--- config.mk ---
export PLATFORM = sky130hd
export DESIGN_NAME = ntt_loop_sequencer
export DESIGN_NICKNAME = d
export VERILOG_FILES = /design/src/rtl/ntt_ctrl_pkg.sv /design/src/rtl/bf_write_delay.sv /design/src/rtl/ntt_loop_sequencer.sv
export SDC_FILE = /design/constraint.sdc
export NUM_CORES = 1
export LEC_CHECK = 0
export ABC_AREA = 1
export CORE_MARGIN = 1
export CORE_UTILIZATION = 40
export DETAILED_ROUTE_END_ITERATION = 10
export PLACE_DENSITY_LB_ADDON = 0.25
export SLEW_MARGIN = 40
export SYNTH_ARGS = -nofsm -noshare
export SYNTH_HDL_FRONTEND = slang
export SYNTH_SLANG_ARGS = --single-unit
--- constraint.sdc ---
create_clock -name clk -period 9.3 [get_ports clk]
set_input_delay 0.93 -clock clk [delete_from_list [all_inputs] [get_ports clk]]
set_output_delay 0.93 -clock clk [all_outputs]
set_load 0.01 [all_outputs]
--- src/rtl/ntt_ctrl_pkg.sv ---
// Shared types and helpers for the NTT butterfly sequencer: FSM state encoding,
// default loop dimensions and the stage-to-butterfly-span function.
package ntt_ctrl_pkg;

  typedef enum logic [2:0] {
    IDLE  = 3'd0,
    SETUP = 3'd1,
    ISSUE = 3'd2,
    DRAIN = 3'd3,
    DONE  = 3'd4
  } state_t;

  localparam int LOG_N_DEF = 5;
  localparam int NUM_BF    = 2 ** (LOG_N_DEF - 1);
  localparam int IDX_W     = 4;

  // Butterfly span m: forward stages shrink it from N/2 down to 1,
  // inverse stages grow it from 1 up to N/2.
  function automatic int calc_m(input logic [IDX_W-1:0] s, input logic fwd, input int log_n);
    int sh;
    sh = fwd ? (log_n - 1 - int'(s)) : int'(s);
    return 1 << sh;
  endfunction

endpackage

--- src/rtl/bf_write_delay.sv ---
// Write-back delay line: carries each issued butterfly's address pair through
// the butterfly pipeline and turns it into a one-hot-pair write enable.
module bf_write_delay #(
  parameter int AW    = 5,
  parameter int DEPTH = 2
) (
  input  logic            clk,
  input  logic            rst_n,
  input  logic            i_valid,
  input  logic [AW-1:0]   i_addr1,
  input  logic [AW-1:0]   i_addr2,
  output logic [AW-1:0]   o_waddr1,
  output logic [AW-1:0]   o_waddr2,
  output logic [2**AW-1:0] o_we
);

  localparam int NE = 2 ** AW;

  logic          r_vld [DEPTH];
  logic [AW-1:0] r_a1  [DEPTH];
  logic [AW-1:0] r_a2  [DEPTH];
  logic [NE-1:0] w_one;

  always_ff @(posedge clk or negedge rst_n) begin
    if (!rst_n) begin
      for (int i = 0; i < DEPTH; i++) begin
        r_vld[i] <= 1'b0;
        r_a1[i]  <= '0;
        r_a2[i]  <= '0;
      end
    end else begin
      r_vld[0] <= i_valid;
      r_a1[0]  <= i_addr1;
      r_a2[0]  <= i_addr2;
      for (int i = 1; i < DEPTH; i++) begin
        r_vld[i] <= r_vld[i-1];
        r_a1[i]  <= r_a1[i-1];
        r_a2[i]  <= r_a2[i-1];
      end
    end
  end

  assign w_one    = NE'(1);
  assign o_waddr1 = r_a1[DEPTH-1];
  assign o_waddr2 = r_a2[DEPTH-1];
  assign o_we     = r_vld[DEPTH-1] ? ((w_one << r_a1[DEPTH-1]) | (w_one << r_a2[DEPTH-1])) : '0;

endmodule

--- src/rtl/ntt_loop_sequencer.sv ---
// Stage/butterfly sequencer for the NTT unit plus the arbiter that lends the
// butterfly to single-operation core requests while no transform is running.
//
// state | meaning
// IDLE  | waiting for start; butterfly available to the core
// SETUP | one cycle, tell the omega unit a new stage begins
// ISSUE | one butterfly per cycle, k = 0..NUM_BF-1
// DRAIN | BF_LAT cycles, let the stage's writes land before the next reads
// DONE  | one-cycle done pulse
module ntt_loop_sequencer
  import ntt_ctrl_pkg::*;
#(
  parameter int ADDR_WIDTH = 6,
  parameter int LOG_N      = 5,
  parameter int BF_LAT     = 2
) (
  input  logic                         clk,
  input  logic                         rst_n,
  input  logic                         start,
  input  logic                         fwd_ntt,
  input  logic                         core_req,
  output logic                         core_gnt,
  output logic                         busy,
  output logic                         done,
  output logic [ADDR_WIDTH-2:0]        raddr1,
  output logic [ADDR_WIDTH-2:0]        raddr2,
  output logic [ADDR_WIDTH-2:0]        waddr1,
  output logic [ADDR_WIDTH-2:0]        waddr2,
  output logic [2**(ADDR_WIDTH-1)-1:0] we,
  output logic                         update_m,
  output logic [IDX_W-1:0]             index,
  output logic                         update_omega
);

  localparam int AW  = ADDR_WIDTH - 1;
  localparam int NBF = 2 ** (LOG_N - 1);
  localparam int KW  = $clog2(NBF);
  localparam int DW  = (BF_LAT > 1) ? $clog2(BF_LAT) : 1;

  state_t           r_state;
  state_t           w_next;
  logic             r_fwd;
  logic [IDX_W-1:0] r_s;
  logic [KW-1:0]    r_k;
  logic [DW-1:0]    r_drain;

  logic             w_last_bf;
  logic             w_drain_tc;
  logic             w_last_stage;
  logic             w_issue;
  logic [AW-1:0]    w_m;
  logic [AW-1:0]    w_mask;
  logic [AW-1:0]    w_k;
  logic [AW-1:0]    w_j;
  logic [AW-1:0]    w_base;
  logic [AW-1:0]    w_r1;
  logic [AW-1:0]    w_r2;

  assign w_last_bf    = (r_k == KW'(NBF - 1));
  assign w_drain_tc   = (r_drain == '0);
  assign w_last_stage = (r_s == IDX_W'(LOG_N - 1));

  always_ff @(posedge clk or negedge rst_n) begin
    if (!rst_n) r_state <= IDLE;
    else        r_state <= w_next;
  end

  always_comb begin
    w_next = r_state;
    case (r_state)
      IDLE:    if (start) w_next = SETUP;
      SETUP:   w_next = ISSUE;
      ISSUE:   if (w_last_bf) w_next = DRAIN;
      DRAIN:   if (w_drain_tc) w_next = w_last_stage ? DONE : SETUP;
      DONE:    w_next = IDLE;
      default: w_next = IDLE;
    endcase
  end

  always_ff @(posedge clk or negedge rst_n) begin
    if (!rst_n) begin
      r_fwd   <= 1'b0;
      r_s     <= '0;
      r_k     <= '0;
      r_drain <= '0;
    end else begin
      case (r_state)
        IDLE: begin
          if (start) begin
            r_fwd <= fwd_ntt;
            r_s   <= '0;
            r_k   <= '0;
          end
        end
        ISSUE: begin
          r_k <= r_k + 1'b1;
          if (w_last_bf) r_drain <= DW'(BF_LAT - 1);
        end
        DRAIN: begin
          if (w_drain_tc) begin
            if (!w_last_stage) r_s <= r_s + 1'b1;
          end else begin
            r_drain <= r_drain - 1'b1;
          end
        end
        default: ;
      endcase
    end
  end

  // m is a power of two, so k mod m and 2*m*(k/m) reduce to masking and a shift.
  assign w_m    = AW'(calc_m(r_s, r_fwd, LOG_N));
  assign w_mask = w_m - 1'b1;
  assign w_k    = AW'(r_k);
  assign w_j    = w_k & w_mask;
  assign w_base = (w_k & ~w_mask) << 1;
  assign w_r1   = w_base | w_j;
  assign w_r2   = w_r1 + w_m;

  always_comb begin
    busy         = (r_state != IDLE);
    index        = r_s;
    core_gnt     = rst_n & core_req & ~start & (r_state == IDLE);
    done         = 1'b0;
    update_m     = 1'b0;
    update_omega = 1'b0;
    raddr1       = '0;
    raddr2       = '0;
    w_issue      = 1'b0;
    case (r_state)
      SETUP: update_m = 1'b1;
      ISSUE: begin
        w_issue      = 1'b1;
        raddr1       = w_r1;
        raddr2       = w_r2;
        update_omega = (w_j == '0) && (r_k != '0);
      end
      DONE:    done = 1'b1;
      default: ;
    endcase
  end

  bf_write_delay #(
    .AW    (AW),
    .DEPTH (BF_LAT)
  ) u_wdly (
    .clk      (clk),
    .rst_n    (rst_n),
    .i_valid  (w_issue),
    .i_addr1  (raddr1),
    .i_addr2  (raddr2),
    .o_waddr1 (waddr1),
    .o_waddr2 (waddr2),
    .o_we     (we)
  );

endmodule

==> results.sh, run 1 <==
export IMPL_finalNetCount=396
export IMPL_clkLatencyLatePin_ns=0.29
export IMPL_cpMostUsedCell="sky130_fd_sc_hd__inv_1"
export IMPL_syn_num_nets=353
export IMPL_synth_cell_types=28
export IMPL_synthesis_area_per_instance_sq_um=7.261
export IMPL_track_usage_pct=21.40
export IMPL_crit_path_max_incr_delay_ns=0.55
export IMPL_layout_cells_non_filler=459
export IMPL_category_of_cells_accounting_for_the_largest_share_of_critical_path_delay="buffers and inverters"
export IMPL_vdd_ir_drop_worst_v=0.0001606
export IMPL_die_y_microns=80.56
export IMPL_yosysSeqAreaShare_pct=35.48
export IMPL_antennaDiodeCount=0
export IMPL_tritoncts="done"
export IMPL_cts_clk_slew_worst_paths_ns=0.07
export IMPL_cts_buffer_depth=2
export IMPL_tns_ns=0
export IMPL_grt_setup_unrepaired="false"
export IMPL_p_leak_nw=1.291
export IMPL_skew_ns=0.004721
export IMPL_cts_hold_fix_buffers=0
export IMPL_dpl_worst_slack_ns=4.672
export IMPL_cts_repair_resized=0
export IMPL_rows=28
export IMPL_finalCriticalPeriod_ns=4.950
export IMPL_finalCritPeriodShare_pct=53.22
export IMPL_finalSetupViolCount=0
export IMPL_globalplace_congestion=0.8722
export IMPL_cts_repair_timing_setup_buffer_count=0
export IMPL_placeableCoreArea_sq_um=5921
export IMPL_number_of_failing_hold_endpoints_at_the_final_stage=0
export IMPL_maxCapViolations=0
export IMPL_area_delta_synth_final_pct=28.94
export IMPL_worst_endpoint_arrival_ns=4.02
export IMPL_postSynthCellCount=340
export IMPL_timing_worst_setup_path_type="reg2out"
export IMPL_cpMaxStageDelayCell="sky130_fd_sc_hd__clkdlybuf4s50_1"
export IMPL_buffer_ports_inserted=65
export IMPL_critPathCaptureType="output port"
export IMPL_layout_cells_most_common_list="sky130_fd_sc_hd__clkdlybuf4s50_1, sky130_fd_sc_hd__nand4_1, sky130_fd_sc_hd__a21oi_1, sky130_fd_sc_hd__nand2_1, sky130_fd_sc_hd__inv_1"
export IMPL_die_w_microns=80.56
export IMPL_critical_path_max_fanout=5
export IMPL_power_per_unit_of_standard_cell_area_nw_per_um2=276.7
export IMPL_post_layout_total_power_w=0.0008808
export IMPL_syn_cell_area_sq_um=2469
export IMPL_slew_at_the_pin_closest_to_its_max_slew_limit_ns=0.6419
export IMPL_initial_utilization_pct=41.69
export IMPL_io_pins=66
export IMPL_max_slew_margin_pct=57.05
export IMPL_yosysWarnings=0
export IMPL_final_fill_count=573
export IMPL_dr_total_vias=2575
export IMPL_routed_via_density=5.610
export IMPL_cp_required_ns=8.37
export IMPL_detailed_placement_wirelength_estimate_microns=4838
export IMPL_drive_gt1_share_pct=6.510
export IMPL_number_of_antenna_violating_nets_in_the_routed_design=0
export IMPL_cts_htree_levels=2
export IMPL_dr_pass1_iters=6
export IMPL_timing_hold_worst_class="reg2reg"
export IMPL_global_route_wire_length_before_repair_microns=10710
export IMPL_number_of_antenna_violations_at_the_first_check_in_global_routing=0
export IMPL_tritoncts_num_buffers=5
export IMPL_grt_remaining_overflow=0
export IMPL_layout_cell_area_non_filler_sq_um=3183
export IMPL_pins_over_their_slew_limit=0
export IMPL_die_area_sq_um=6490
export IMPL_avgRoutedWirePerCell_microns=14.53
export IMPL_run_status="completed"
export IMPL_synth_seq_cells=35
export IMPL_peak_clock_frequency_supported_by_timing_mhz=202.0
export IMPL_dpl_cell_area_sq_um=3070
export IMPL_number_of_global_route_vias_before_repair=2204
export IMPL_final_critical_path_setup_slack_ns=4.350
export IMPL_mostFrequentLayoutCell="sky130_fd_sc_hd__clkdlybuf4s50_1"
export IMPL_cts_sinks=35
export IMPL_drcViolationCount=0
export IMPL_pin_count_of_the_biggest_net_entering_global_routing=37
export IMPL_place_inst=451
export IMPL_drt_initial_drc_count=351
export IMPL_crit_buf_inv=9
export IMPL_startpoint_type="register"
export IMPL_path_cells="inv_1, ha_1, inv_1, nand2_1, inv_1, nor2_4, nand2_4, inv_1, nand3_1, nor2_1, inv_1, ha_1, nor2_1, inv_1, nand2_1, inv_1, fa_1, inv_1, nand4_2, nand3_2, nand2_1, nor2_1, clkdlybuf4s50_1"
export IMPL_detail_route_wirelength_microns=6669
export IMPL_cts_root_buffer="sky130_fd_sc_hd__clkbuf_8"
-- where the power goes --
group	switching [W]	internal, W
clock network	0.0000542	0.0000797
logic	0.000314	0.000178
registers	0.0000594	0.000195
-- worst register-to-register path, delay by kind of cell (launching register included) --
kind                     cells  cell delay, ns
adder cells (fa/ha/maj)      3            0.94
AND/OR/NAND/NOR              9            0.97
AO/OA/AOI/OAI                1            0.15
flip-flops                   1            0.40
buffers and inverters        8            0.69
-- metal layers --
| layer | GRT usage [%] | up-vias | wire, microns |
|---|---|---|---|
| met5 | 0 | - | 0 |
| met4 | 8.571 | 0 | 119 |
| met3 | 3.182 | 12 | 395 |
| met2 | 31.61 | 102 | 3042 |
| met1 | 30.98 | 1210 | 3111 |
| li1 | - | 1251 | - |
-- Yosys cell counts --
cell,instances,area (sq um)
sky130_fd_sc_hd__a22o_1,1,8.760
sky130_fd_sc_hd__nor2_4,2,22.52
sky130_fd_sc_hd__buf_1,1,3.750
sky130_fd_sc_hd__dfrtp_1,35,875.8
sky130_fd_sc_hd__fa_1,1,20.02
sky130_fd_sc_hd__inv_1,38,142.6
sky130_fd_sc_hd__nand3_1,27,135.1
sky130_fd_sc_hd__conb_1,1,3.750
sky130_fd_sc_hd__buf_4,10,75.07
sky130_fd_sc_hd__clkbuf_1,19,71.32
sky130_fd_sc_hd__o21ai_0,9,45.04
sky130_fd_sc_hd__o22ai_1,2,12.51
sky130_fd_sc_hd__xor2_1,1,8.760
sky130_fd_sc_hd__a21oi_1,41,205.2
sky130_fd_sc_hd__nor2_1,28,105.1
sky130_fd_sc_hd__nand3_2,3,30.03
sky130_fd_sc_hd__inv_2,1,3.750
sky130_fd_sc_hd__nor3_1,15,75.07
sky130_fd_sc_hd__mux2_2,1,11.26
sky130_fd_sc_hd__nand2_1,38,142.6
sky130_fd_sc_hd__o21ai_2,2,17.52
sky130_fd_sc_hd__nand2_4,1,11.26
sky130_fd_sc_hd__o221ai_1,1,8.760
sky130_fd_sc_hd__nand4_2,1,12.51
sky130_fd_sc_hd__nand2_2,4,25.02
sky130_fd_sc_hd__ha_1,7,87.58
sky130_fd_sc_hd__nand4_1,48,300.3
sky130_fd_sc_hd__clkinv_1,2,7.510
-- state kept, by name, indices dropped and copies added, names as in the netlist, 2 cells and up --
signal           count
u_wdly.o_waddr1      5
index                4
u_wdly.r_a1          5
u_wdly.r_vld         2
r_state              3
u_wdly.r_a2          5
r_k                  4
u_wdly.o_waddr2      5
-- path summary, 6_finish.rpt --
kind                                startpoint            endpoint  slack [ns]  cells past startpoint
worst max-delay path                  index[1]           raddr2[4]        4.35                     23
worst min-delay path            u_wdly.r_a2[8]  u_wdly.o_waddr2[3]        0.35                      0
worst max register to register        index[1]      u_wdly.r_a2[9]        6.02                     21
worst min register to register  u_wdly.r_a2[8]  u_wdly.o_waddr2[3]        0.35                      0
max in group asynchronous                rst_n  u_wdly.o_waddr2[1]        7.94                      2
min in group asynchronous                rst_n               r_fwd        1.04                      2
-- logic make-up (layout without fill, tap and decap cells) --
| kind of cell | Yosys count | after routing | synth area share (%) |
|---|---|---|---|
| and+or+nand+nor | 167 | 167 | 34.82 |
| xor gates and xnor gates | 1 | 1 | 0.3549 |
| AOI/OAI and AO/OA | 56 | 56 | 12.06 |
| DFF | 35 | 35 | 35.48 |
| adders and majority gates | 8 | 8 | 4.359 |
| buffers and inverters | 71 | 115 | 12.32 |
| muxes | 1 | 1 | 0.4561 |
| other | 1 | 1 | 0.1519 |
-- cell type report --
cell class	instances	area [sq um]	share of cell area [%]
Clock buffer	5	68.82	2.162
Clock inverter	3	43.79	1.376
Inverter	41	153.9	4.835
Multi-Input combinational cell	234	1289	40.49
Sequential cell	35	875.8	27.52
Tap cell	75	93.84	2.948
Timing Repair Buffer	66	658.1	20.68
-- metrics by stage --
step | util, % | hold slack [ns]
after detailed placement | 51.86 | 0.3347
final | 53.76 | 0.3482
after global routing | 53.76 | 0.3574
after floorplan | - | 0.3312
after global placement | 51.86 | 0.3322
after CTS | 53.76 | 0.3507
No activity file was read; power rests on OpenSTA's default activity.
==> run 2: changes to the inputs <==
- clock period: 9.3 -> 4.8 ns (I/O delays scaled with it)
==> results.sh, run 2 (synthesized netlist as in run 1, its figures left out) <==
export IMPL_drcViolationCount=0
export IMPL_vdd_ir_drop_worst_v=0.0002972
export IMPL_max_slew_margin_pct=57.91
export IMPL_power_net_switching_w=0.0008333
export IMPL_die_w_microns=80.56
export IMPL_clkLatencyLatePin_ns=0.28
export IMPL_skew_ns=0.007092
export IMPL_cts_root_buffer="sky130_fd_sc_hd__clkbuf_8"
export IMPL_finalNetCount=396
export IMPL_cts_clk_slew_worst_paths_ns=0.07
export IMPL_die_y_microns=80.56
export IMPL_placeableCoreArea_sq_um=5921
export IMPL_die_area_sq_um=6490
export IMPL_layout_cell_area_non_filler_sq_um=3194
export IMPL_dr_total_vias=2626
export IMPL_hold_slack_ns=0.3485
export IMPL_rows=28
export IMPL_buffer_ports_inserted=65
export IMPL_dr_pass1_iters=4
export IMPL_tritoncts="done"
export IMPL_cts_htree_levels=2
export IMPL_track_usage_pct=21.70
export IMPL_layout_cells_most_common_list="sky130_fd_sc_hd__clkdlybuf4s50_1, sky130_fd_sc_hd__nand4_1, sky130_fd_sc_hd__a21oi_1, sky130_fd_sc_hd__nand2_1, sky130_fd_sc_hd__inv_1"
export IMPL_detail_route_wirelength_microns=6684
export IMPL_global_route_wire_length_before_repair_microns=10860
export IMPL_mostFrequentLayoutCell="sky130_fd_sc_hd__clkdlybuf4s50_1"
export IMPL_power_per_unit_of_standard_cell_area_nw_per_um2=541.3
export IMPL_dpl_cell_area_sq_um=3070
export IMPL_finalCritPeriodShare_pct=91.80
export IMPL_worst_endpoint_arrival_ns=3.93
export IMPL_timing_hold_worst_class="reg2reg"
export IMPL_tritoncts_num_buffers=5
export IMPL_number_of_antenna_violating_nets_in_the_routed_design=0
export IMPL_drive_gt1_share_pct=7.031
export IMPL_cts_repair_timing_setup_buffer_count=0
export IMPL_critical_path_max_fanout=7
export IMPL_number_of_failing_hold_endpoints_at_the_final_stage=0
export IMPL_pin_count_of_the_biggest_net_entering_global_routing=37
export IMPL_startpoint_type="register"
export IMPL_grt_remaining_overflow=0
export IMPL_finalCriticalPeriod_ns=4.406
export IMPL_run_status="completed"
export IMPL_slew_at_the_pin_closest_to_its_max_slew_limit_ns=0.6313
export IMPL_antennaDiodeCount=0
export IMPL_number_of_antenna_violations_at_the_first_check_in_global_routing=0
export IMPL_grt_setup_unrepaired="false"
export IMPL_area_delta_synth_final_pct=29.40
export IMPL_p_leak_nw=1.294
export IMPL_peak_clock_frequency_supported_by_timing_mhz=226.9
export IMPL_pwr_share_seq_pct=28.6
export IMPL_timing_worst_setup_path_type="reg2out"
export IMPL_intPower_w=0.0008957
export IMPL_cts_hold_fix_buffers=0
export IMPL_initial_utilization_pct=41.69
export IMPL_io_pins=66
export IMPL_number_of_global_route_vias_before_repair=2230
export IMPL_pins_over_their_slew_limit=0
export IMPL_cp_required_ns=4.32
export IMPL_critPathCaptureType="output port"
export IMPL_tns_ns=0
export IMPL_cts_buffer_depth=2
export IMPL_drt_initial_drc_count=374
export IMPL_maxCapViolations=0
export IMPL_share_clk_of_total_power_pct=15.9
export IMPL_comb_power_share_pct=55.5
export IMPL_avgRoutedWirePerCell_microns=14.56
export IMPL_detailed_placement_wirelength_estimate_microns=4801
export IMPL_globalplace_congestion=0.8720
export IMPL_cts_sinks=35
export IMPL_finalSetupViolCount=0
export IMPL_sw_frac_of_total_pct=48.20
export IMPL_routed_via_density=5.721
run 2: per-layer routing:
metal | track usage (%) | share of wire (%) | vias to the layer above
li1 | - | - | 1252
met1 | 32.34 | 44 | 1240
met2 | 31.10 | 46 | 120
met3 | 3.409 | 7.5 | 14
met4 | 8.036 | 2.0 | 0
met5 | 0 | 0 | -
run 2: layout make-up:
| class | count | area, sq um |
|---|---|---|
| clock buffers | 6 | 82.58 |
| clock inverters | 2 | 38.79 |
| fillers | 583 | 2726 |
| inverters | 41 | 153.9 |
| multi-input cells | 234 | 1291 |
| flip-flops and latches | 35 | 875.8 |
| well taps | 75 | 93.84 |
| repair buffers | 66 | 658.1 |
run 2: final timing paths:
check	start	to	slack (ns)	cells past startpoint
setup / recovery	index[0]	raddr2[4]	0.39	23
hold / removal	u_wdly.r_a2[8]	u_wdly.o_waddr2[3]	0.35	0
setup reg to reg	index[0]	u_wdly.r_a2[9]	1.61	21
hold reg to reg	u_wdly.r_a2[8]	u_wdly.o_waddr2[3]	0.35	0
max in group asynchronous	rst_n	u_wdly.o_waddr1[3]	3.87	2
min in group asynchronous	rst_n	r_fwd	0.61	2
run 2: power groups by stage:
stage	Combinational [W]	Sequential [W]	Clock [W]
after global placement	0.000935	0.000492	0
after floorplan	0.000698	0.000440	0
after detailed placement	0.000944	0.000495	0
after global routing	0.00106	0.000510	0.000296
after CTS	0.000951	0.000490	0.000283
final	0.000960	0.000494	0.000275
run 2: metrics by stage:
stage / util [%] / power, W / std cells / setup slack (ns)
6_report: 53.95 / 0.001729 / 459 / 0.3937
2_1_floorplan: - / 0.001138 / 340 / 1.360
3_3_place_gp: 51.86 / 0.001428 / 451 / 0.8103
3_5_place_dp: 51.86 / 0.001439 / 451 / 0.6487
4_1_cts: 53.91 / 0.001723 / 459 / 0.3033
5_1_grt: 53.95 / 0.001871 / 459 / 0.01647
run 2: timing repair:
action | in CTS | in global routing
endpoints found under the hold margin | 0 | 0
setup endpoints to repair | 0 | 1
gates resized for setup | 0 | 2
run 2: critical path, stage by stage, from the launching register on:
cell                              delay (ns)
sky130_fd_sc_hd__dfrtp_1                0.42
sky130_fd_sc_hd__inv_2                  0.13
sky130_fd_sc_hd__ha_1                   0.18
sky130_fd_sc_hd__inv_1                  0.06
sky130_fd_sc_hd__nand2_1                0.07
sky130_fd_sc_hd__inv_1                  0.07
sky130_fd_sc_hd__nor2_4                 0.13
sky130_fd_sc_hd__nand2_4                0.08
sky130_fd_sc_hd__inv_1                  0.10
sky130_fd_sc_hd__nand3_1                0.11
sky130_fd_sc_hd__nor2_2                 0.13
sky130_fd_sc_hd__inv_1                  0.09
sky130_fd_sc_hd__ha_1                   0.32
sky130_fd_sc_hd__nor2_1                 0.15
sky130_fd_sc_hd__inv_1                  0.06
sky130_fd_sc_hd__nand2_1                0.08
sky130_fd_sc_hd__inv_1                  0.07
sky130_fd_sc_hd__fa_1                   0.42
sky130_fd_sc_hd__inv_1                  0.08
sky130_fd_sc_hd__nand4_2                0.11
sky130_fd_sc_hd__nand3_2                0.08
sky130_fd_sc_hd__nand2_1                0.05
sky130_fd_sc_hd__nor2_1                 0.12
sky130_fd_sc_hd__clkdlybuf4s50_1        0.55
